File: src/rtl/byte_packer_pkg.sv
// Shared encodings, FSM states and mode decode for the byte packer.
package byte_packer_pkg;

  typedef enum logic [1:0] {
    MODE_1B = 2'b00,
    MODE_2B = 2'b01,
    MODE_4B = 2'b10,
    MODE_8B = 2'b11
  } mode_e;

  // HOLD means the output register owns a word that has not left yet.
  typedef enum logic [1:0] {
    ST_IDLE = 2'd0,
    ST_FILL = 2'd1,
    ST_HOLD = 2'd2
  } bp_state_e;

  // Word size in bytes selected by a mode code.
  function automatic logic [3:0] mode_bytes(input logic [1:0] m);
    case (m)
      MODE_1B: mode_bytes = 4'd1;
      MODE_2B: mode_bytes = 4'd2;
      MODE_4B: mode_bytes = 4'd4;
      default: mode_bytes = 4'd8;
    endcase
  endfunction

endpackage

File: src/rtl/byte_packer_if.sv
// Byte-in / word-out bus of the packer; master is the environment, slave the packer.
interface byte_packer_if #(
  parameter int MAX_BYTES = 4
) ();
  localparam int OUT_W = 8 * MAX_BYTES;

  logic             enb;
  logic             in_valid;
  logic [7:0]       in_data;
  logic             in_ready;
  logic [1:0]       mode;
  logic             flush;
  logic             out_valid;
  logic             out_ready;
  logic [OUT_W-1:0] out_data;
  logic [3:0]       out_bytes;
  logic             mode_err;

  modport master (
    output enb, in_valid, in_data, mode, flush, out_ready,
    input  in_ready, out_valid, out_data, out_bytes, mode_err
  );

  modport slave (
    input  enb, in_valid, in_data, mode, flush, out_ready,
    output in_ready, out_valid, out_data, out_bytes, mode_err
  );
endinterface

File: src/rtl/byte_packer_outreg.sv
// Output holding register: keeps a finished word stable until the consumer takes it.
module byte_packer_outreg #(
  parameter int OUT_W = 32
) (
  input  logic             clk8,
  input  logic             rst,
  input  logic             i_enb,
  input  logic             i_load,
  input  logic [OUT_W-1:0] i_data,
  input  logic [3:0]       i_bytes,
  input  logic             i_out_ready,
  output logic             o_valid,
  output logic [OUT_W-1:0] o_data,
  output logic [3:0]       o_bytes
);

  logic             r_valid;
  logic [OUT_W-1:0] r_data;
  logic [3:0]       r_bytes;

  // Load wins over take, so a word taken on the same edge a new one lands keeps valid high.
  always_ff @(posedge clk8) begin
    if (rst) begin
      r_valid <= 1'b0;
      r_data  <= '0;
      r_bytes <= 4'd0;
    end else if (i_enb) begin
      if (i_load) begin
        r_valid <= 1'b1;
        r_data  <= i_data;
        r_bytes <= i_bytes;
      end else if (r_valid && i_out_ready) begin
        r_valid <= 1'b0;
      end
    end
  end

  assign o_valid = r_valid;
  assign o_data  = r_data;
  assign o_bytes = r_bytes;

endmodule

File: src/rtl/byte_packer.sv
// Packs a serial byte stream MSB-first into 1/2/4/8-byte words with flush support.
module byte_packer
  import byte_packer_pkg::*;
#(
  parameter int MAX_BYTES = 4
) (
  input  logic          clk8,
  input  logic          rst,
  byte_packer_if.slave  bp
);

  localparam int OUT_W = 8 * MAX_BYTES;

  logic [3:0]       r_cnt;
  logic [3:0]       r_n;
  logic             r_flush_pend;
  logic             r_mode_err;
  logic [OUT_W-1:0] r_acc;
  bp_state_e        r_state;
  bp_state_e        w_state_nxt;

  logic             w_stall;
  logic             w_in_ready;
  logic             w_acc;
  logic             w_flush;
  logic             w_start;
  logic             w_bad_mode;
  logic             w_complete;
  logic             w_load;
  logic [3:0]       w_mode_n;
  logic [3:0]       w_n;
  logic [3:0]       w_cnt_inc;
  logic [3:0]       w_cnt_nxt;
  logic [3:0]       w_pos;
  logic [3:0]       w_ld_bytes;
  logic [5:0]       w_shift;
  logic [OUT_W-1:0] w_base;
  logic [OUT_W-1:0] w_word;
  logic [OUT_W-1:0] w_ld_data;

  // Input side is blocked only while a held word is refused by the consumer.
  assign w_stall    = (r_state == ST_HOLD) && !bp.out_ready;
  assign w_in_ready = bp.enb && !w_stall;
  assign w_acc      = bp.enb && bp.in_valid && w_in_ready;
  assign w_flush    = w_in_ready && (bp.flush || r_flush_pend);

  // Word size is sampled only on the first byte of a word; oversize modes fall back to 1.
  assign w_start    = w_acc && (r_cnt == 4'd0);
  assign w_mode_n   = mode_bytes(bp.mode);
  assign w_bad_mode = w_mode_n > 4'(MAX_BYTES);
  assign w_n        = w_start ? (w_bad_mode ? 4'd1 : w_mode_n) : r_n;

  // Byte k of an N-byte word goes to byte lane N-1-k, so partial words stay left-packed.
  assign w_cnt_inc  = r_cnt + 4'd1;
  assign w_pos      = w_n - w_cnt_inc;
  assign w_shift    = {w_pos[2:0], 3'b000};
  assign w_base     = (r_cnt == 4'd0) ? '0 : r_acc;
  assign w_word     = w_base | (OUT_W'(bp.in_data) << w_shift);

  assign w_complete = w_acc && (w_cnt_inc == w_n);
  assign w_load     = w_complete || (w_flush && (w_acc || (r_cnt != 4'd0)));
  assign w_ld_data  = w_acc ? w_word : r_acc;
  assign w_ld_bytes = w_acc ? w_cnt_inc : r_cnt;
  assign w_cnt_nxt  = w_load ? 4'd0 : (w_acc ? w_cnt_inc : r_cnt);

  // Assembly state: byte count, latched size, partial word, deferred flush, mode error pulse.
  always_ff @(posedge clk8) begin
    if (rst) begin
      r_cnt        <= 4'd0;
      r_n          <= 4'd1;
      r_acc        <= '0;
      r_flush_pend <= 1'b0;
      r_mode_err   <= 1'b0;
    end else if (bp.enb) begin
      r_cnt      <= w_cnt_nxt;
      r_mode_err <= w_start && w_bad_mode;
      if (w_start) r_n <= w_n;
      if (w_acc)   r_acc <= w_word;
      if (w_in_ready)    r_flush_pend <= 1'b0;
      else if (bp.flush) r_flush_pend <= 1'b1;
    end
  end

  // FSM state register.
  always_ff @(posedge clk8) begin
    if (rst) r_state <= ST_IDLE;
    else     r_state <= w_state_nxt;
  end

  // Next state: HOLD while the output register owns a word, else FILL/IDLE by byte count.
  always_comb begin
    w_state_nxt = r_state;
    if (bp.enb) begin
      if (w_load || w_stall)     w_state_nxt = ST_HOLD;
      else if (w_cnt_nxt != 4'd0) w_state_nxt = ST_FILL;
      else                       w_state_nxt = ST_IDLE;
    end
  end

  byte_packer_outreg #(.OUT_W(OUT_W)) u_outreg (
    .clk8        (clk8),
    .rst         (rst),
    .i_enb       (bp.enb),
    .i_load      (w_load),
    .i_data      (w_ld_data),
    .i_bytes     (w_ld_bytes),
    .i_out_ready (bp.out_ready),
    .o_valid     (bp.out_valid),
    .o_data      (bp.out_data),
    .o_bytes     (bp.out_bytes)
  );

  assign bp.in_ready = w_in_ready;
  assign bp.mode_err = r_mode_err;

endmodule

File: src/flat_wrapper.sv
// flat-port wrapper written by rule: the top's interface ports become plain ports
module byte_packer_flat import byte_packer_pkg::*;
#(
  parameter int MAX_BYTES = 4
)
  (clk8, rst, bp_enb, bp_in_valid, bp_in_data, bp_mode, bp_flush, bp_out_ready, bp_in_ready, bp_out_valid, bp_out_data, bp_out_bytes, bp_mode_err);
  byte_packer_if #(.MAX_BYTES(MAX_BYTES)) bp_i ();
  input  logic clk8;
  input  logic rst;
  input wire logic [$bits(bp_i.enb)-1:0] bp_enb;
  input wire logic [$bits(bp_i.in_valid)-1:0] bp_in_valid;
  input wire logic [$bits(bp_i.in_data)-1:0] bp_in_data;
  input wire logic [$bits(bp_i.mode)-1:0] bp_mode;
  input wire logic [$bits(bp_i.flush)-1:0] bp_flush;
  input wire logic [$bits(bp_i.out_ready)-1:0] bp_out_ready;
  output wire logic [$bits(bp_i.in_ready)-1:0] bp_in_ready;
  output wire logic [$bits(bp_i.out_valid)-1:0] bp_out_valid;
  output wire logic [$bits(bp_i.out_data)-1:0] bp_out_data;
  output wire logic [$bits(bp_i.out_bytes)-1:0] bp_out_bytes;
  output wire logic [$bits(bp_i.mode_err)-1:0] bp_mode_err;
  assign bp_i.enb = bp_enb;
  assign bp_i.in_valid = bp_in_valid;
  assign bp_i.in_data = bp_in_data;
  assign bp_i.mode = bp_mode;
  assign bp_i.flush = bp_flush;
  assign bp_i.out_ready = bp_out_ready;
  assign bp_in_ready = bp_i.in_ready;
  assign bp_out_valid = bp_i.out_valid;
  assign bp_out_data = bp_i.out_data;
  assign bp_out_bytes = bp_i.out_bytes;
  assign bp_mode_err = bp_i.mode_err;
  byte_packer #(.MAX_BYTES(MAX_BYTES)) u_core (.clk8(clk8), .rst(rst), .bp(bp_i));
endmodule
File: config.mk
export PLATFORM = sky130hd
export DESIGN_NAME = byte_packer_flat
export DESIGN_NICKNAME = d
export VERILOG_FILES = /design/src/rtl/byte_packer_pkg.sv /design/src/rtl/byte_packer_if.sv /design/src/rtl/byte_packer_outreg.sv /design/src/rtl/byte_packer.sv /design/src/flat_wrapper.sv
export SDC_FILE = /design/constraint.sdc
export NUM_CORES = 1
export LEC_CHECK = 0
export CAP_MARGIN = 15
export CORE_MARGIN = 2
export CORE_UTILIZATION = 55
export CTS_CLUSTER_SIZE = 8
export DETAILED_ROUTE_END_ITERATION = 7
export GPL_TIMING_DRIVEN = 0
export PLACE_DENSITY_LB_ADDON = 0.15
export SLEW_MARGIN = 20
export SYNTH_ARGS = -nofsm -noshare
export SYNTH_HDL_FRONTEND = slang
export SYNTH_HIERARCHICAL = 1
export SYNTH_SLANG_ARGS = --single-unit
export TNS_END_PERCENT = 20
File: constraint.sdc
create_clock -name clk8 -period 7.6 [get_ports clk8]
set_input_delay 1.52 -clock clk8 [delete_from_list [all_inputs] [get_ports clk8]]
set_output_delay 1.52 -clock clk8 [all_outputs]
set_load 0.02 [all_outputs]
Word-level counts from Yosys, hierarchy flattened
Cells that the tools add are included.
{ "classes": {"n_addsub": 2, "shift": 1, "n_lt_le_gt_ge": 1, "muxes": 13, "eq_ne": 4, "n_reduce_logical": 26, "bitwise_logic": 1} }
{ "ops": {"columns": ["op", "count"], "rows": [
  ["$mux 32", 2],
  ["$or 32x32->32", 1],
  ["$shl 8x6->32", 1],
  ["$mux 4", 4],
  ["$pmux 4 s3", 1],
  ["$logic_and 1x1->1", 10],
  ["$reduce_and 2->1", 4],
  ["$reduce_bool 4->1", 2],
  ["$mux 1", 5],
  ["$add 4x1->4 const B", 1],
  ["$eq 2x2->1 const B", 2],
  ["$eq 4x4->1", 1],
  ["$gt 4x3->1 const B", 1],
  ["$logic_not 4->1", 1],
  ["$logic_or 1x1->1", 4],
  ["$reduce_bool 2->1", 2],
  ["$sub 3x3->3", 1],
  ["$eq 2x1->1 const B", 1],
  ["$logic_not 1->1", 2],
  ["$logic_not 2->1", 1],
  ["$mux 2", 1]
]} }
{ "totals": {"out_inout_bits": 39, "inputBits": 16, "word_cells": 57, "reg_bits": 81} }

Depth between registers and ports, before layout
Gate-level depths: netlist of the first run.
{ "logic_depth": {"word_depth": 14, "depth_mapped": 14, "mapped_depth_nobuf": 14} }

Cells and area by module
Netlist of the first run, hierarchy kept.
{ "by_module_without_submodules": {"columns": ["mod", "seq_area_each_um2", "n_inst", "area_per_inst_um2", "cells_each"], "rows": [
  ["byte_packer", 880.8, 1, 2252.2, 213],
  ["byte_packer_outreg", 740.7, 1, 1717.9, 169]
]} }

Least setup slack after synthesis of the first run
Ideal clock, no wire load.
{ "synth_path": {"path_type": "in2reg", "startpoint": "input port bp_out_ready", "endpoint": "register u_core.u_outreg.r_data[10] (netlist: u_core/u_outreg/o_data[10])", "required_time_ps": 7534, "n_path_buf": 0, "arrival_ps": 4513, "setup_ps": 66, "path_stages": 11, "slack_ps": 3021, "cell_sequence": "nor3b_1 -> nor2_2 -> nand2_2 -> mux2_2 -> fa_1 -> xnor3_2 -> a211o_4 -> a2111oi_4 -> a22o_1 -> nand3_1 -> a21oi_2"} }
{ "synth_between": {"elab_chain_cells": 11, "word_cells_on_any_way": 18, "cone_classes": "1 x add/sub; 1 x eq/ne; 1 x shift; 2 x mux; 1 x bitwise; 12 x reduce/logical"} }
{ "synth_lines": {"columns": ["element", "line_no", "text"], "rows": [
  ["from (decl)", "flat_wrapper.sv:15", "input wire logic [$bits(bp_i.out_ready)-1:0] bp_out_ready;"],
  ["$logic_not 1->1", "byte_packer.sv:42", "assign w_stall = (r_state == ST_HOLD) && !bp.out_ready;"],
  ["$logic_and 1x1->1", "byte_packer.sv:42", null],
  ["$logic_not 1->1", "byte_packer.sv:43", "assign w_in_ready = bp.enb && !w_stall;"],
  ["$logic_and 1x1->1", "byte_packer.sv:43", null],
  ["$logic_and 1x1->1", "byte_packer.sv:44", "assign w_acc = bp.enb && bp.in_valid && w_in_ready;"],
  ["$logic_and 1x1->1", "byte_packer.sv:48", "assign w_start = w_acc && (r_cnt == 4'd0);"],
  ["$mux 4", "byte_packer.sv:51", "assign w_n = w_start ? (w_bad_mode ? 4'd1 : w_mode_n) : r_n;"],
  ["via u_core.w_n[1]", "byte_packer.sv:31", "logic [3:0] w_n;"],
  ["$sub 3x3->3", "byte_packer.sv:55", "assign w_pos = w_n - w_cnt_inc;"],
  ["$shl 8x6->32", "byte_packer.sv:58", "assign w_word = w_base | (OUT_W'(bp.in_data) << w_shift);"],
  ["$or 32x32->32", "byte_packer.sv:58", null],
  ["$mux 32", null, null],
  ["via u_core.w_ld_data[10]", "byte_packer.sv:39", "logic [OUT_W-1:0] w_ld_data;"],
  ["to (signal assigned)", "byte_packer_outreg.sv:30", "r_data <= i_data;"],
  ["to (decl)", "byte_packer_outreg.sv:18", "logic [OUT_W-1:0] r_data;"]
]} }
The timed path passes the listed nets, and every way through them passes these cells.
A chain may end at the register's enable or synchronous reset.

Worst setup path in the final report of the first run
{ "layout_path": {"startpoint": "input port bp_out_ready", "endpoint": "register u_core.u_outreg.r_data[26] (netlist: u_core/u_outreg/o_data[26])"} }
{ "layout_between": {"elab_chain_cells": 11, "word_cells_on_any_way": 18, "cone_classes": "1 x add/sub; 1 x eq/ne; 1 x shift; 2 x mux; 1 x bitwise; 12 x reduce/logical"} }
{ "layout_lines": {"columns": ["element", "line_no"], "rows": [
  ["$logic_not 1->1 *", "byte_packer.sv:42"],
  ["$logic_and 1x1->1 *", "byte_packer.sv:42"],
  ["$logic_not 1->1 *", "byte_packer.sv:43"],
  ["$logic_and 1x1->1 *", "byte_packer.sv:43"],
  ["$logic_and 1x1->1 *", "byte_packer.sv:44"],
  ["$logic_and 1x1->1", "byte_packer.sv:48"],
  ["$mux 4", "byte_packer.sv:51"],
  ["$sub 3x3->3", "byte_packer.sv:55"],
  ["$shl 8x6->32", "byte_packer.sv:58"],
  ["$or 32x32->32", "byte_packer.sv:58"],
  ["$mux 32 *", null],
  ["via u_core.w_ld_data[26]", "byte_packer.sv:39"]
]} }
Mark *: on every way through the listed nets, which the timed path passes. The rest lies on a longest branch.

==> results.toml, run 1 <==
[sta]
tns_ns = 0
min_period_ns = 5.355
period_share_pct = 70.47
tightest_slew_ns = 0.5996
skew_ns = 0.01113
drv_slew = 0
slew_headroom_pct = 60.02
finalHoldViolCount = 0
max_freq_ghz = 0.1867
grt_setup_unrepaired = "false"
finalSetupViolations = 0

[clocking]
clk_pin_slew_ns = 0.08
cts_setup_buffers = 0
holdBufCountCts = 0
ctsHtreeMaxLevel = 3
clk_latency_ns = 0.36
cts.sinks = 81
cts_buffers = 9
clock_path_buffers = 2
cts-root-buf = "clkbuf_8"
cts_tree = "done"
ctsResizeCount = 0

[floorplanning]
io_pins = 55
die_area_um2 = 7914
initial_core_util_pct = 57.48
fp.dieW_um = 88.96
fp.coreArea_um2 = 6907
row_count = 30
die_y_um = 88.96

[logic_synthesis]
synthDistinctLibCells = 53
syn-num-nets = 407
syn-instance-count = 382
yosys.area_share.xor_xnor_pct = 1.922
synthMuxAreaShare_pct = 1.040
ys_seq_area_share_pct = 40.84
synth_compound_area_share_pct = 29.69
avgSynthCellArea_um2 = 10.39
synth_top_family_by_area = "compound AO/OA/AOI/OAI gates"
netlist_area_um2 = 3970
synth_flop_cell = "dfxtp_1"
synthSimpleGateAreaFrac_pct = 17.14
ys_seq_elements = 81
yosys_warnings = 6
synth_adder_area_share_pct = 3.026
ys_async_sr_fraction_pct = 0
synth_edf_count = 0

[layout]
nFillCells = 561
antenna_cells = 0
final_common_cell = "dfxtp_1"
synthToLayoutAreaGrowth_pct = 21.59
final_layout_size_suffix_gt1_share_pct = 18.36
most-common-layout-cells = "dfxtp_1 (81), clkdlybuf4s50_1 (54), nand3_1 (40)"
nets = 472

[power_and_ir_drop]
leakage_nw = 1.911
power.density_nw_per_um2 = 186.8
finalPower_mw = 0.9015
vdd_drop_max_mv = 0.1173

[route]
vias = 3127
wire_per_inst_um = 16.54
drt_pre_antenna_iters = 5
drc = 0
routed_wl_um = 9065
dr.first_iter.drc_count = 171
via_per_inst = 5.706
detail-route-antenna-nets = 0

[critical_path]
crit_arrival_ns = 5.65
worstSetupPathType = "input pin to flip-flop"
cp_max_fo = 8
worst_ep_required_time_ns = 7.89
endpoint_kind = "flip-flop"
start_kind = "input pin"

[outcome]
status = "complete, no violations"

[global_route]
antenna_found_initial = 0
grt_pass1_wl_um = 14480
grt_max_degree = 15
track_usage_pct = 24.06
grt_pass1_vias = 2982
grt_overflow = 0

[placement]
hpwl_um = 6464
gp_congestion = 0.8343
port-buffer-count = 54

[job]
maxCapViolCount = 0

[hold_path]
hold_class = "flip-flop to flip-flop"
report_power, final:
part           total, mW  internal (mW)  switching (mW)
Sequential         0.438          0.433         0.00425
Combinational      0.150         0.0594          0.0906
Clock              0.314          0.153           0.161
cell type report:
| cell class | instances | area (um2) | share of cell area, % |
|---|---|---|---|
| clock buffers | 10 | 127.6 | 2.644 |
| clock inverters | 6 | 68.82 | 1.426 |
| plain buffers | 31 | 214.0 | 4.432 |
| flip-flops and latches | 81 | 1622 | 33.59 |
| inverters | 10 | 37.54 | 0.7776 |
| multi-input cells | 260 | 2097 | 43.44 |
| repair buffers | 54 | 540.5 | 11.20 |
| well taps | 96 | 120.1 | 2.488 |
synth_stat cells (2+ instances only):
cell type / count / share of area, %
dfxtp_1: 81 / 41
nand3_1: 40 / 5.0
a21bo_1: 33 / 8.3
a22o_1: 33 / 7.3
and2b_1: 29 / 5.5
a21oi_2: 22 / 4.9
a21oi_1: 20 / 2.5
buf_2: 10 / 1.3
inv_1: 10 / 0.95
nand2_1: 9 / 0.85
buf_6: 8 / 2.3
ha_1: 8 / 2.5
clkbuf_1: 7 / 0.66
nor2_1: 6 / 0.57
nor2b_1: 6 / 0.95
a2111oi_4: 4 / 2.8
buf_4: 4 / 0.76
xnor2_1: 4 / 0.88
a21bo_2: 3 / 0.76
a41o_1: 3 / 0.76
mux2i_1: 3 / 0.76
o21ai_0: 3 / 0.38
and2_2: 2 / 0.38
nand2b_1: 2 / 0.32
nor3_1: 2 / 0.25
nor4_1: 2 / 0.32
xor2_1: 2 / 0.44
layer usage:
layer  track usage (%)  part of all wire [%]  vias to the layer above
met1             33.76                    48                     1501
met2             37.52                    46                       99
li1                  -                     -                     1514
met5                 0                     0                        -
met3             4.986                   5.2                       13
met4             7.598                   1.0                        0
registers in the layout, indices dropped and copies added, names as in the netlist:
| signal | count |
|---|---|
| u_core/r_cnt | 4 |
| u_core/r_acc | 32 |
| u_core/u_outreg/o_valid | 1 |
| u_core/r_n | 4 |
| u_core/u_outreg/o_data | 32 |
| u_core/r_state | 2 |
| u_core/r_flush_pend | 1 |
| u_core/u_outreg/o_bytes | 4 |
| u_core/bp.mode_err | 1 |
worst paths after layout:
check                     startpoint                         end  slack (ns)  cells after the start
hold / removal    u_core/bp.mode_err          u_core/bp.mode_err        0.50                      2
setup / recovery        bp_out_ready  u_core/u_outreg/o_data[26]        2.24                     14
setup reg to reg     u_core/r_cnt[0]  u_core/u_outreg/o_data[26]        3.42                     14
hold reg to reg   u_core/bp.mode_err          u_core/bp.mode_err        0.50                      2
stage by stage:
step	hold slack [ns]	instance area (um2)	utilization (%)	cells	setup WS [ns]
after floorplan	0.4518	3970	-	382	3.021
after global placement	0.4576	4631	67.05	532	2.059
after detailed placement	0.4909	4631	67.05	532	1.927
after CTS	0.5013	4827	69.89	548	2.282
after global routing	0.5229	4827	69.89	548	2.054
final	0.5038	4827	69.89	548	2.245
cells by family after synthesis:
family,count (synthesis)
AND/OR/NAND/NOR,111
XOR/XNOR,7
AO/OA/AOI/OAI,129
multiplexers,4
buffers and inverters,41
flip-flops,81
adder cells (fa/ha/maj),9
critical path: stages:
cell and delay, ns:
clkdlybuf4s50_1 0.45, nor3b_1 0.44, nor2_2 0.19, nand2_2 0.24, mux2i_1 0.29, ha_1 0.20, inv_1 0.05, fa_1 0.38
xnor3_2 0.42, a211o_4 0.35, a2111oi_4 0.64, a22o_1 0.26, nand3_1 0.10, a21oi_2 0.13
(Power assumes the default switching activity.)
==> run 2, diff against run 1 <==
- CORE_UTILIZATION: 55 -> 49
- clock period: 7.6 -> 4.4 ns (I/O delays scaled with it)
==> results.toml, run 2 (synthesized netlist as in run 1, its figures left out) <==
[hold_path]
hold_class = "flip-flop to flip-flop"
min_from = "u_core/bp.mode_err"

[placement]
port-buffer-count = 54
hpwl_um = 6565
place_ws_ns = -0.6136
placed_cell_area_um2 = 4638
gp_congestion = 0.8456

[sta]
drv_slew = 0
min_period_ns = 4.144
grt_setup_unrepaired = "false"
finalSetupViolations = 0
tightest_slew_ns = 0.5762
slew_headroom_pct = 61.59
period_share_pct = 94.18
finalHoldViolCount = 0
max_freq_ghz = 0.2413
layout_setup_ws_ns = 0.2563
skew_ns = 0.008744

[outcome]
status = "complete, no violations"

[layout]
design_area_um2 = 4975
final_util_pct = 63.72
multi_input_area_um2 = 2131
synthToLayoutAreaGrowth_pct = 25.31
final_layout_size_suffix_gt1_share_pct = 20.26
most-common-layout-cells = "dfxtp_1 (81), clkdlybuf4s50_1 (54), nand3_1 (40)"
nFillCells = 648
antenna_cells = 0
nets = 479
final_common_cell = "dfxtp_1"
regArea_um2 = 1622

[floorplanning]
die_area_um2 = 8838
fp.dieW_um = 94.01
io_pins = 55
die_y_um = 94.01
initial_core_util_pct = 50.85
row_count = 32
fp.coreArea_um2 = 7807

[job]
maxCapViolCount = 0

[power_and_ir_drop]
finalPower_mw = 1.708
leakage_nw = 1.982
power.density_nw_per_um2 = 343.4
vdd_drop_max_mv = 0.1835

[global_route]
grt_pass1_wl_um = 15600
grt_max_degree = 15
track_usage_pct = 22.82
antenna_found_initial = 0
grt_pass1_vias = 3038
grt_overflow = 0

[critical_path]
cp_max_fo = 8
worst_ep_required_time_ns = 4.69
worstSetupPathType = "input pin to flip-flop"
start_kind = "input pin"
setup.worst_path.start = "bp_out_ready"
endpoint_kind = "flip-flop"
crit_arrival_ns = 4.43
r2r-start = "u_core/r_cnt[0]"

[route]
routed_wl_um = 9521
vias = 3154
dr.first_iter.drc_count = 118
drc = 0
drt_pre_antenna_iters = 4
via_per_inst = 5.622
detail-route-antenna-nets = 0
wire_per_inst_um = 16.97

[clocking]
cts-root-buf = "clkbuf_8"
holdBufCountCts = 0
clk_pin_slew_ns = 0.08
clk_latency_ns = 0.36
cts_tree = "done"
clock_path_buffers = 2
ctsHtreeMaxLevel = 3
cts_buffers = 9
cts.sinks = 81
-- run 2: changes by cell type in the layout (fill, tap and decap cells not counted), sizes merged --
cell / previous run / this run
buf: 23 / 30
clkinv: 4 / 2
inv: 10 / 11
bufinv: 1 / 3
clkinvlp: 1 / 0
-- run 2: power breakdown --
group / switching, mW / internal, mW
clock network: 0.287 / 0.395
registers: 0.00805 / 0.748
logic: 0.161 / 0.110
total: 0.455 / 1.25
-- run 2: final timing paths --
path              slack (ns)                          to  cells after the start
hold / removal          0.48          u_core/bp.mode_err                      2
hold reg to reg         0.48          u_core/bp.mode_err                      2
setup reg to reg        0.57  u_core/u_outreg/o_data[31]                     15
setup / recovery        0.26  u_core/u_outreg/o_data[31]                     15
-- run 2: what timing repair did --
item | CTS | global route
endpoints found under the hold margin | 0 | 0
buffers inserted | 5 | 2
endpoints found under the setup margin | 64 | 64
pin swaps | 4 | 2
resized for setup | 0 | 6
-- run 2: layer usage --
metal	wire [um]	GRT usage (%)	vias up	share of wire, %
met5	0	0	-	0
met4	225	9.420	0	2.4
met3	424	4.334	18	4.5
met2	4227	33.93	93	44
met1	4644	32.38	1528	49
li1	-	-	1515	-
-- run 2: stage by stage --
stage / TNS [ns] / hold WS [ns] / std cells
3_5_place_dp: -32.27 / 0.4673 / 538
6_report: 0 / 0.4822 / 561
5_1_grt: 0 / 0.5208 / 561
3_3_place_gp: -28.50 / 0.4595 / 538
4_1_cts: 0 / 0.4816 / 559
2_1_floorplan: 0 / 0.4518 / 382
-- run 2: worst max-delay path, stage by stage --
cell	delay [ns]
clkdlybuf4s50_1	0.48
nor3b_4	0.31
nor2_4	0.08
nand2_4	0.13
mux2i_4	0.26
ha_1	0.17
inv_1	0.05
fa_1	0.38
xnor3_2	0.41
a211o_4	0.34
a2111oi_4	0.33
buf_4	0.19
a22o_1	0.19
nand3_1	0.10
a21oi_1	0.13
-- run 2: layout make-up --
cell class | instances | share of cell area (%)
Inverter | 10 | 0.7545
Buffer | 31 | 4.301
Tap cell | 102 | 2.565
Timing Repair Buffer | 61 | 11.92
Multi-Input combinational cell | 260 | 42.83
Sequential cell | 81 | 32.60
Clock buffer | 10 | 2.767
Clock inverter | 6 | 2.264
